File: src/rtl/adc_capture_ctrl_pkg.sv
// Shared definitions for the serial ADC capture path: FSM encoding, clock
// frequency and default conversion parameters.
package adc_capture_ctrl_pkg;

  typedef enum logic [1:0] {
    IDLE,
    CONV,
    SHIFT,
    DONE
  } cap_state_e;

  localparam int unsigned CLK_FREQ       = 20_000_000;
  localparam int unsigned DEF_DATA_WIDTH = 12;
  localparam int unsigned DEF_SCLK_DIV   = 4;
  localparam int unsigned DEF_CONV_TICKS = 40;

  // Counter width for a modulus n, never narrower than one bit.
  function automatic int unsigned cnt_width(input int unsigned n);
    return (n > 1) ? $clog2(n) : 1;
  endfunction

endpackage

File: src/rtl/adc_capture_ctrl_if.sv
// Serial ADC pin bundle: convert strobe, chip select, serial clock and data.
interface adc_capture_if;
  logic adc_cnv;
  logic adc_cs_n;
  logic adc_sclk;
  logic adc_sdo;

  modport master (output adc_cnv, output adc_cs_n, output adc_sclk, input adc_sdo);
  modport slave  (input adc_cnv, input adc_cs_n, input adc_sclk, output adc_sdo);
endinterface

File: src/rtl/adc_capture_ctrl_sclk_gen.sv
// SCLK generator: registered serial clock that idles low, with a half-period
// tick and a strobe on the clk edge where SCLK rises.
module adc_sclk_gen
  import adc_capture_ctrl_pkg::*;
#(
  parameter int unsigned SCLK_DIV = DEF_SCLK_DIV
) (
  input  logic clk,
  input  logic rst_n,
  input  logic en,
  output logic sclk,
  output logic half_tick,
  output logic rise_strobe
);

  localparam int unsigned DIVW = cnt_width(SCLK_DIV);

  logic [DIVW-1:0] div_q, div_d;
  logic            sclk_q, sclk_d;

  always_comb begin
    half_tick   = en && (div_q == DIVW'(SCLK_DIV - 1));
    rise_strobe = half_tick && !sclk_q;
    div_d       = '0;
    sclk_d      = 1'b0;
    if (en) begin
      div_d  = half_tick ? '0 : div_q + 1'b1;
      sclk_d = half_tick ? ~sclk_q : sclk_q;
    end
  end

  always_ff @(posedge clk or negedge rst_n) begin
    if (!rst_n) begin
      div_q  <= '0;
      sclk_q <= 1'b0;
    end else begin
      div_q  <= div_d;
      sclk_q <= sclk_d;
    end
  end

  assign sclk = sclk_q;

endmodule

File: src/rtl/adc_capture_ctrl.sv
// Capture controller: one serial ADC conversion per falling edge of the
// active-low startCapture strobe, result presented with a one-cycle valid.
module adc_capture_ctrl
  import adc_capture_ctrl_pkg::*;
#(
  parameter int unsigned DATA_WIDTH = DEF_DATA_WIDTH,
  parameter int unsigned SCLK_DIV   = DEF_SCLK_DIV,
  parameter int unsigned CONV_TICKS = DEF_CONV_TICKS
) (
  input  logic                  clk,
  input  logic                  reset,
  input  logic                  startCapture,
  input  logic                  overrun_clr,
  adc_capture_if.master         adc,
  output logic [DATA_WIDTH-1:0] sample,
  output logic                  sample_valid,
  output logic                  busy,
  output logic                  overrun,
  output logic [15:0]           sample_count
);

  localparam int unsigned CW = cnt_width(CONV_TICKS);
  localparam int unsigned BW = cnt_width(DATA_WIDTH);

  cap_state_e            state_q, state_d;
  logic                  start_prev_q, start_prev_d;
  logic [CW-1:0]         conv_cnt_q, conv_cnt_d;
  logic [BW-1:0]         bit_idx_q, bit_idx_d;
  logic [DATA_WIDTH-1:0] shift_q, shift_d;
  logic [DATA_WIDTH-1:0] sample_q, sample_d;
  logic                  valid_q, valid_d;
  logic                  cnv_q, cnv_d;
  logic                  cs_n_q, cs_n_d;
  logic                  overrun_q, overrun_d;
  logic [15:0]           sample_count_q, sample_count_d;

  logic start_edge;
  logic shift_en;
  logic sclk;
  logic half_tick;
  logic rise_strobe;
  logic fall_strobe;

  assign shift_en = (state_q == SHIFT);

  adc_sclk_gen #(
    .SCLK_DIV (SCLK_DIV)
  ) u_sclk_gen (
    .clk         (clk),
    .rst_n       (reset),
    .en          (shift_en),
    .sclk        (sclk),
    .half_tick   (half_tick),
    .rise_strobe (rise_strobe)
  );

  always_comb begin
    start_edge     = !startCapture && start_prev_q;
    fall_strobe    = half_tick && sclk;
    state_d        = state_q;
    start_prev_d   = startCapture;
    conv_cnt_d     = conv_cnt_q;
    bit_idx_d      = bit_idx_q;
    shift_d        = shift_q;
    sample_d       = sample_q;
    sample_count_d = sample_count_q;
    overrun_d      = overrun_clr ? 1'b0 : overrun_q;

    if (rise_strobe) begin
      shift_d = {shift_q[DATA_WIDTH-2:0], adc.adc_sdo};
    end

    unique case (state_q)
      IDLE: begin
        if (start_edge) begin
          state_d    = CONV;
          conv_cnt_d = '0;
        end
      end
      CONV: begin
        if (conv_cnt_q == CW'(CONV_TICKS - 1)) begin
          state_d   = SHIFT;
          bit_idx_d = BW'(DATA_WIDTH - 1);
        end else begin
          conv_cnt_d = conv_cnt_q + 1'b1;
        end
      end
      SHIFT: begin
        if (fall_strobe) begin
          if (bit_idx_q == '0) begin
            state_d = DONE;
          end else begin
            bit_idx_d = bit_idx_q - 1'b1;
          end
        end
      end
      DONE:    state_d = IDLE;
      default: state_d = IDLE;
    endcase

    // A set request wins over a same-cycle clear.
    if (start_edge && (state_q != IDLE)) begin
      overrun_d = 1'b1;
    end

    // Pin and status flops are loaded from the next state so they line up
    // with the state register rather than lagging it by a cycle.
    cnv_d   = (state_d == CONV);
    cs_n_d  = (state_d != SHIFT);
    valid_d = (state_d == DONE);
    if (state_d == DONE) begin
      sample_d       = shift_q;
      sample_count_d = sample_count_q + 16'd1;
    end
  end

  always_ff @(posedge clk or negedge reset) begin
    if (!reset) begin
      state_q        <= IDLE;
      start_prev_q   <= 1'b1;
      conv_cnt_q     <= '0;
      bit_idx_q      <= '0;
      shift_q        <= '0;
      sample_q       <= '0;
      valid_q        <= 1'b0;
      cnv_q          <= 1'b0;
      cs_n_q         <= 1'b1;
      overrun_q      <= 1'b0;
      sample_count_q <= '0;
    end else begin
      state_q        <= state_d;
      start_prev_q   <= start_prev_d;
      conv_cnt_q     <= conv_cnt_d;
      bit_idx_q      <= bit_idx_d;
      shift_q        <= shift_d;
      sample_q       <= sample_d;
      valid_q        <= valid_d;
      cnv_q          <= cnv_d;
      cs_n_q         <= cs_n_d;
      overrun_q      <= overrun_d;
      sample_count_q <= sample_count_d;
    end
  end

  assign adc.adc_cnv  = cnv_q;
  assign adc.adc_cs_n = cs_n_q;
  assign adc.adc_sclk = sclk;
  assign sample       = sample_q;
  assign sample_valid = valid_q;
  assign busy         = (state_q != IDLE);
  assign overrun      = overrun_q;
  assign sample_count = sample_count_q;

endmodule
File: src/flat_wrapper.sv
// flat-port wrapper written by rule: the top's interface ports become plain ports
module adc_capture_ctrl_flat import adc_capture_ctrl_pkg::*;
#(
  parameter int unsigned DATA_WIDTH = DEF_DATA_WIDTH,
  parameter int unsigned SCLK_DIV   = DEF_SCLK_DIV,
  parameter int unsigned CONV_TICKS = DEF_CONV_TICKS
)
  (clk, reset, startCapture, overrun_clr, sample, sample_valid, busy, overrun, sample_count, adc_adc_cnv, adc_adc_cs_n, adc_adc_sclk, adc_adc_sdo);
  adc_capture_if adc_i ();
  input  logic clk;
  input  logic reset;
  input  logic startCapture;
  input  logic overrun_clr;
  output logic [DATA_WIDTH-1:0] sample;
  output logic sample_valid;
  output logic busy;
  output logic overrun;
  output logic [15:0] sample_count;
  output wire logic [$bits(adc_i.adc_cnv)-1:0] adc_adc_cnv;
  output wire logic [$bits(adc_i.adc_cs_n)-1:0] adc_adc_cs_n;
  output wire logic [$bits(adc_i.adc_sclk)-1:0] adc_adc_sclk;
  input wire logic [$bits(adc_i.adc_sdo)-1:0] adc_adc_sdo;
  assign adc_adc_cnv = adc_i.adc_cnv;
  assign adc_adc_cs_n = adc_i.adc_cs_n;
  assign adc_adc_sclk = adc_i.adc_sclk;
  assign adc_i.adc_sdo = adc_adc_sdo;
  adc_capture_ctrl #(.DATA_WIDTH(DATA_WIDTH), .SCLK_DIV(SCLK_DIV), .CONV_TICKS(CONV_TICKS)) u_core (.clk(clk), .reset(reset), .startCapture(startCapture), .overrun_clr(overrun_clr), .adc(adc_i), .sample(sample), .sample_valid(sample_valid), .busy(busy), .overrun(overrun), .sample_count(sample_count));
endmodule
File: config.mk
export PLATFORM = sky130hd
export DESIGN_NAME = adc_capture_ctrl_flat
export DESIGN_NICKNAME = d
export VERILOG_FILES = /design/src/rtl/adc_capture_ctrl_pkg.sv /design/src/rtl/adc_capture_ctrl_if.sv /design/src/rtl/adc_capture_ctrl_sclk_gen.sv /design/src/rtl/adc_capture_ctrl.sv /design/src/flat_wrapper.sv
export SDC_FILE = /design/constraint.sdc
export NUM_CORES = 1
export LEC_CHECK = 0
export BUFFER_PORTS_ARGS = -buffer_cell sky130_fd_sc_hd__buf_2
export CAP_MARGIN = 20
export CORE_UTILIZATION = 60
export DETAILED_ROUTE_END_ITERATION = 8
export PLACE_DENSITY = 0.84
export SETUP_SLACK_MARGIN = 0.5
export SLEW_MARGIN = 20
export SYNTH_ARGS = -nofsm -noshare
export SYNTH_HDL_FRONTEND = slang
export SYNTH_SLANG_ARGS = --single-unit
File: constraint.sdc
create_clock -name clk -period 3.6 [get_ports clk]
set_input_delay 0 -clock clk [delete_from_list [all_inputs] [get_ports clk]]
set_output_delay 0 -clock clk [all_outputs]
set_load 0.02 [all_outputs]
==> out/results.ini, run 1 <==
[clock_tree]
cts.sink_count = 60
clkLatencyLatePin_ns = 0.33
clock_path_buffers = 2
htree_num_levels = 3
cts-root-buf = clkbuf_8
cts_setup_buffers = 0
clkSlewWorstSetupHoldPaths_ns = 0.06
numCtsBuffers = 9
cts_tree = done

[yosys]
async_flop_share_pct = 100
synthesis.area_um2 = 2620
synth_ff_type = dfrtp_1
synth_area_leaders = dfrtp_1 (55%), nand2_1 (7.6%), mux2_2 (5.6%), xor2_1 (4.3%), nor4_2 (3.3%)
yosysTopAreaCell = dfrtp_1
synth_seq_cells = 60
syn_avg_cell_area_um2 = 11.3
synth_edf_count = 0
syn-num-nets = 242
yosysMostFrequentCell = dfrtp_1
synthCells = 232
yosysWarningCount = 0
netlist_top_cells_count = dfrtp_1 (58), nand2_1 (53), mux2_2 (13), xor2_1 (13), nor2_1 (10)
synth_top_cell_area_share_pct = 55.3
yosysUniqueCellTypes = 38
ys_seq_area_share_pct = 57.3

[die]
die_x_um = 68.1
die_y_um = 68.1
rows = 23
dieArea_um2 = 4640
start_util_pct = 64.2
io_pins = 39
coreArea_um2 = 4090

[critical_path]
reg2reg_from = u_core.state_q[1]
timing.rr.end = u_core.shift_q[10]
crit_required_ns = 3.81
ff2ff_path_depth = 4
cp.arrival_ns = 2.28
start_kind = flip-flop
endpoint_kind = flip-flop
path_class = flip-flop to flip-flop
cp_max_fo = 12
reg2reg_slack_ns = 1.53

[route]
dr.pass1.iters = 4
avgViaCountPerCell = 5.39
wl_um = 4560
drt_iter0_drc = 121
detail-route-antenna-nets = 0
dr_total_vias = 1805
drcViolationCount = 0
wl_per_cell_um = 13.6

[placement]
dp_slack_ns = 1.53
dpl.hpwl_um = 3080
globalplace.congestion = 0.768
dpl.cell_count = 316
io_buffers = 38

[worst_hold_path]
hp-class = input pin to asynchronous set/reset pin

[layout]
fill_cells = 283
layout.cells.non_filler = 335
syn2layout_area_growth_pct = 16.6
layout.nets = 291
fin_util_pct = 74.9
layout-drive-gt1-share_pct = 29.5
antenna_cells = 0

[power]
p_leak_nw = 1.57
p_per_area_nw_per_um2 = 400
ir_drop_mv = 0.375

[global_route]
grt_pass1_wl_um = 7650
grt_max_degree = 61
antenna_found_initial = 0
grt_pass1_vias = 1676
grtUsageTotal_pct = 23.4
grt_overflow = 0

[timing]
worst-slew-pin-transition_ns = 0.925
fin_crit_sh_pct = 57.4
setup_viol = 0
fmax_mhz = 484
hold_viol = 0
rsz0062_at_grt = false
fin_setup_tns_ns = 0
slew_headroom_pct = 38.1
finalWorstSetupSlack_ns = 1.53
finalCriticalPeriod_ns = 2.07
clock_skew_ns = 0.00619
timing.final.max_slew_violations = 0

[run]
maxCapViolCount = 0

[status]
status = completed

final cells by class:
type                       count  area, µm²  area share (%)
multi-input combinational    160       1060            34.7
inverter                       7       26.3           0.859
tap                           50       62.6            2.04
clock buffer                  13        159            5.19
timing repair buffer          43        238            7.77
sequential                    60       1500            49.1
clock inverter                 2       10.0           0.327
state kept, by name, indices dropped and copies added, names as in the netlist, 2 cells and up:
register                 count
u_core.bit_idx_q             4
u_core.conv_cnt_q            6
u_core.sample               12
u_core.sample_count         16
u_core.shift_q              12
u_core.state_q               2
u_core.u_sclk_gen.div_q      2
critical path: stages (launching register included):
cell	delay [ns]
dfrtp_1	0.50
nor2b_1	0.25
nand2_1	0.07
nor2_1	0.70
mux2_2	0.42
timing repair:
| item | 4_1_cts | 5_1_grt |
|---|---|---|
| resized for setup | 0 | 0 |
| hold endpoints to repair | 61 | 0 |
| hold buffers | 4 | 0 |
power breakdown:
group          total [W]  internal, W  switching (W)  leakage (nW)
Combinational  0.0000240   0.00000745      0.0000165         0.707
Sequential      0.000678     0.000677    0.000000953         0.776
Clock           0.000522     0.000282       0.000240        0.0893
worst max path at each step:
| stage | startpoint | slack (ns) | depth (start not counted) | to |
|---|---|---|---|---|
| after floorplan | u_core.bit_idx_q[0] | 2.07 | 7 | u_core.sample_count[7] |
| after global placement | u_core.state_q[1] | 1.60 | 4 | u_core.shift_q[7] |
| after detailed placement | u_core.state_q[1] | 1.53 | 4 | u_core.shift_q[0] |
| after CTS | u_core.state_q[1] | 1.51 | 4 | u_core.shift_q[10] |
| after global routing | u_core.state_q[1] | 1.40 | 4 | u_core.shift_q[10] |
| final | u_core.state_q[1] | 1.53 | 4 | u_core.shift_q[10] |
layer usage:
metal / routed length, µm / vias up / GRT usage, %
met2: 2180 / 38 / 34.3
met3: 158 / 12 / 6.83
li1: - / 878 / -
met4: 117 / 0 / 14.8
met5: 0 / - / 0
met1: 2100 / 877 / 30.2
cell usage in the layout (no fill, tap or decap), types with 4 or more instances in the layout:
cell	n
nor4_2	7
nor3_1	4
clkbuf_8	11
nand2_1	53
nand4_1	6
a21oi_1	4
dlygate4sd3_1	4
inv_1	6
o21ai_0	4
dfrtp_1	58
nor3_2	4
nand3_1	6
xor2_1	13
buf_2	38
mux2_2	13
ha_1	5
nor2_1	10
nand2b_1	5
xnor2_1	7
cells by family after synthesis:
logic type / Yosys count / share of synthesized area (%)
AO/OA/AOI/OAI: 11 / 2.38
XOR/XNOR: 20 / 6.68
AND/OR/NAND/NOR: 111 / 23.4
multiplexers: 13 / 5.58
buffers and inverters: 12 / 2.24
adder cells (fa/ha/maj): 5 / 2.38
flip-flops: 60 / 57.3
stage by stage:
stage | total power, W | instance area [µm²] | hold slack (ns)
CTS | 0.00124 | 3060 | 0.311
finish | 0.00122 | 3060 | 0.326
global route | 0.00127 | 3060 | 0.348
global placement | 0.000712 | 2850 | 0.115
detailed placement | 0.000712 | 2850 | 0.116
floorplan | 0.000695 | 2620 | -0.296
No activity file was read; power rests on OpenSTA's default activity.
==> run 2: changes to the inputs <==
- CORE_UTILIZATION: 60 -> 56
- PLACE_DENSITY: 0.84 -> 0.8
- clock period: 3.6 -> 2.2 ns (I/O delays scaled with it)
==> out/results.ini, run 2 (synthesized netlist as in run 1, its figures left out) <==
[timing]
rsz0062_at_grt = true
fmax_mhz = 596  ; +23%
slew_headroom_pct = 55.4  ; +17 points
fin_setup_tns_ns = 0  ; unchanged
worst-slew-pin-transition_ns = 0.668  ; -0.256 ns
clock_skew_ns = 0.00607  ; -0.000124 ns
timing.final.max_slew_violations = 0  ; unchanged
holdWs_ns = 0.227  ; -0.0991 ns
hold_viol = 0  ; unchanged
fin_crit_sh_pct = 76.3  ; +19 points
finalCriticalPeriod_ns = 1.68  ; -0.389 ns
setup_viol = 0  ; unchanged

[die]
die_x_um = 70.5  ; +3.4%
rows = 24  ; +4.3%
start_util_pct = 59.4  ; -4.8 points
die_y_um = 70.5  ; +3.4%
coreArea_um2 = 4410  ; +8.0%
dieArea_um2 = 4960  ; +6.9%
io_pins = 39  ; unchanged

[layout]
layout_commonest_cell = dfrtp_1
layout-drive-gt1-share_pct = 34.0  ; +4.5 points
antenna_cells = 0  ; unchanged
final_cell_mix = dfrtp_1 (57), nand2_1 (53), buf_2 (38)
layout.nets = 302  ; +3.8%
syn2layout_area_growth_pct = 26.1
largest_register_ffs = 16  ; unchanged
fill_cells = 288  ; +1.8%

[route]
drcViolationCount = 0  ; unchanged
avgViaCountPerCell = 5.39  ; about the same
dr.pass1.iters = 6  ; +2
detail-route-antenna-nets = 0  ; unchanged
dr_total_vias = 1880  ; +4.2%
drt_iter0_drc = 113  ; -6.6%
wl_per_cell_um = 14.8  ; +9.1%
wl_um = 5180  ; +14%

[clock_tree]
clkLatencyLatePin_ns = 0.34  ; about the same
cts-root-buf = clkbuf_8
numCtsBuffers = 9  ; unchanged
htree_num_levels = 3  ; unchanged
clkSlewWorstSetupHoldPaths_ns = 0.07  ; about the same
cts_tree = done
cts.sink_count = 60  ; unchanged
clock_path_buffers = 2  ; unchanged

[status]
status = completed

[power]
p_leak_nw = 1.75  ; +12%
p_per_area_nw_per_um2 = 696  ; +74%
ir_drop_mv = 0.507  ; +35%

[global_route]
antenna_found_initial = 0  ; unchanged
grt_pass1_wl_um = 8460  ; +11%
grt_pass1_vias = 1790  ; +6.8%
grtUsageTotal_pct = 22.7  ; -0.67 points
grt_max_degree = 33  ; -46%
grt_overflow = 0  ; unchanged

[critical_path]
crit_buf_inv = 3  ; +3
crit_required_ns = 2.43  ; -1.38 ns
crit_path_top_delay_cell = dfrtp_1
crit_chain = inv_1 -> ha_1 -> nor3b_4 -> buf_6 -> nand2_4 -> inv_6 -> nand4_1 -> xnor2_1
path_class = flip-flop to flip-flop
endpoint_kind = flip-flop
reg2reg_from = u_core.bit_idx_q[0]
slowest_delay_ns = 0.41  ; -0.29 ns
start_kind = flip-flop
crit_family = simple AND/OR/NAND/NOR gates
cp_max_fo = 18  ; +6
startpoint = u_core.bit_idx_q[0]
cp.arrival_ns = 1.90  ; -0.38 ns

[placement]
io_buffers = 38  ; unchanged
globalplace.congestion = 0.823  ; +7.1%
dpl.hpwl_um = 3200  ; +3.6%

[run]
maxCapViolCount = 0  ; unchanged

[worst_hold_path]
hp-class = input pin to asynchronous set/reset pin

-- run 2: cell types whose count changed in the layout (fill, tap and decap cells not counted), moves of 2 or more --
| cell | change |
|---|---|
| buf_4 | +5 |
| bufinv_16 | +2 |
| nor4_2 | -3 |
| clkbuf_1 | -2 |
| nand2_4 | +2 |
| buf_6 | +3 |
| nor4_4 | +4 |
-- run 2: stage by stage --
step                      power (W)  std cells  instance area, µm²  util [%]  setup slack (ns)
after global routing        0.00237        349                3310      75.0             0.426
after global placement      0.00117        320                2880      65.3             0.425
final                       0.00230        349                3310      75.0             0.521
after detailed placement    0.00117        320                2880      65.3             0.337
after floorplan             0.00114        232                2620         -             0.666
after CTS                   0.00232        342                3190      72.2             0.470
-- run 2: final cells by class --
type | instances | area [µm²] | area share [%]
Inverter | 7 | 31.3 | 0.945
Timing Repair Buffer | 52 | 329 | 9.94
Clock inverter | 4 | 70.1 | 2.12
Tap cell | 52 | 65.1 | 1.97
Multi-Input combinational cell | 162 | 1140 | 34.6
Sequential cell | 60 | 1510 | 45.5
Clock buffer | 12 | 165 | 4.99
-- run 2: repair_timing --
action,4_1_cts,5_1_grt
endpoints found under the setup margin,12,28
hold buffers,4,0
buffers inserted,1,6
resized for setup,3,14
pin swaps,1,7
gates cloned,1,1
endpoints found under the hold margin,30,0
-- run 2: power by group --
group / switching [W] / internal (W)
Combinational: 0.0000284 / 0.0000146
Sequential: 0.00000150 / 0.00111
Clock: 0.000425 / 0.000726
-- run 2: path summary, 6_finish.rpt --
path,endpoint,slack (ns),cells after the start
worst max register to register,u_core.sample_count[4],0.52,8
worst min-delay path,u_core.sample_count[10],0.23,2
worst max-delay path,u_core.sample_count[4],0.52,8
min in group clk,u_core.start_prev_q,0.32,2
worst min register to register,u_core.u_sclk_gen.div_q[0],0.45,1
max in group asynchronous,u_core.start_prev_q,1.31,3
-- run 2: routing by layer --
metal  wire (µm)  vias up  global-route usage, %
li1            -      913                      -
met1        2410      914                   31.3
met2        2460       39                   32.9
met3         195       14                   7.07
met4         114        0                   10.4
met5           0        -                      0
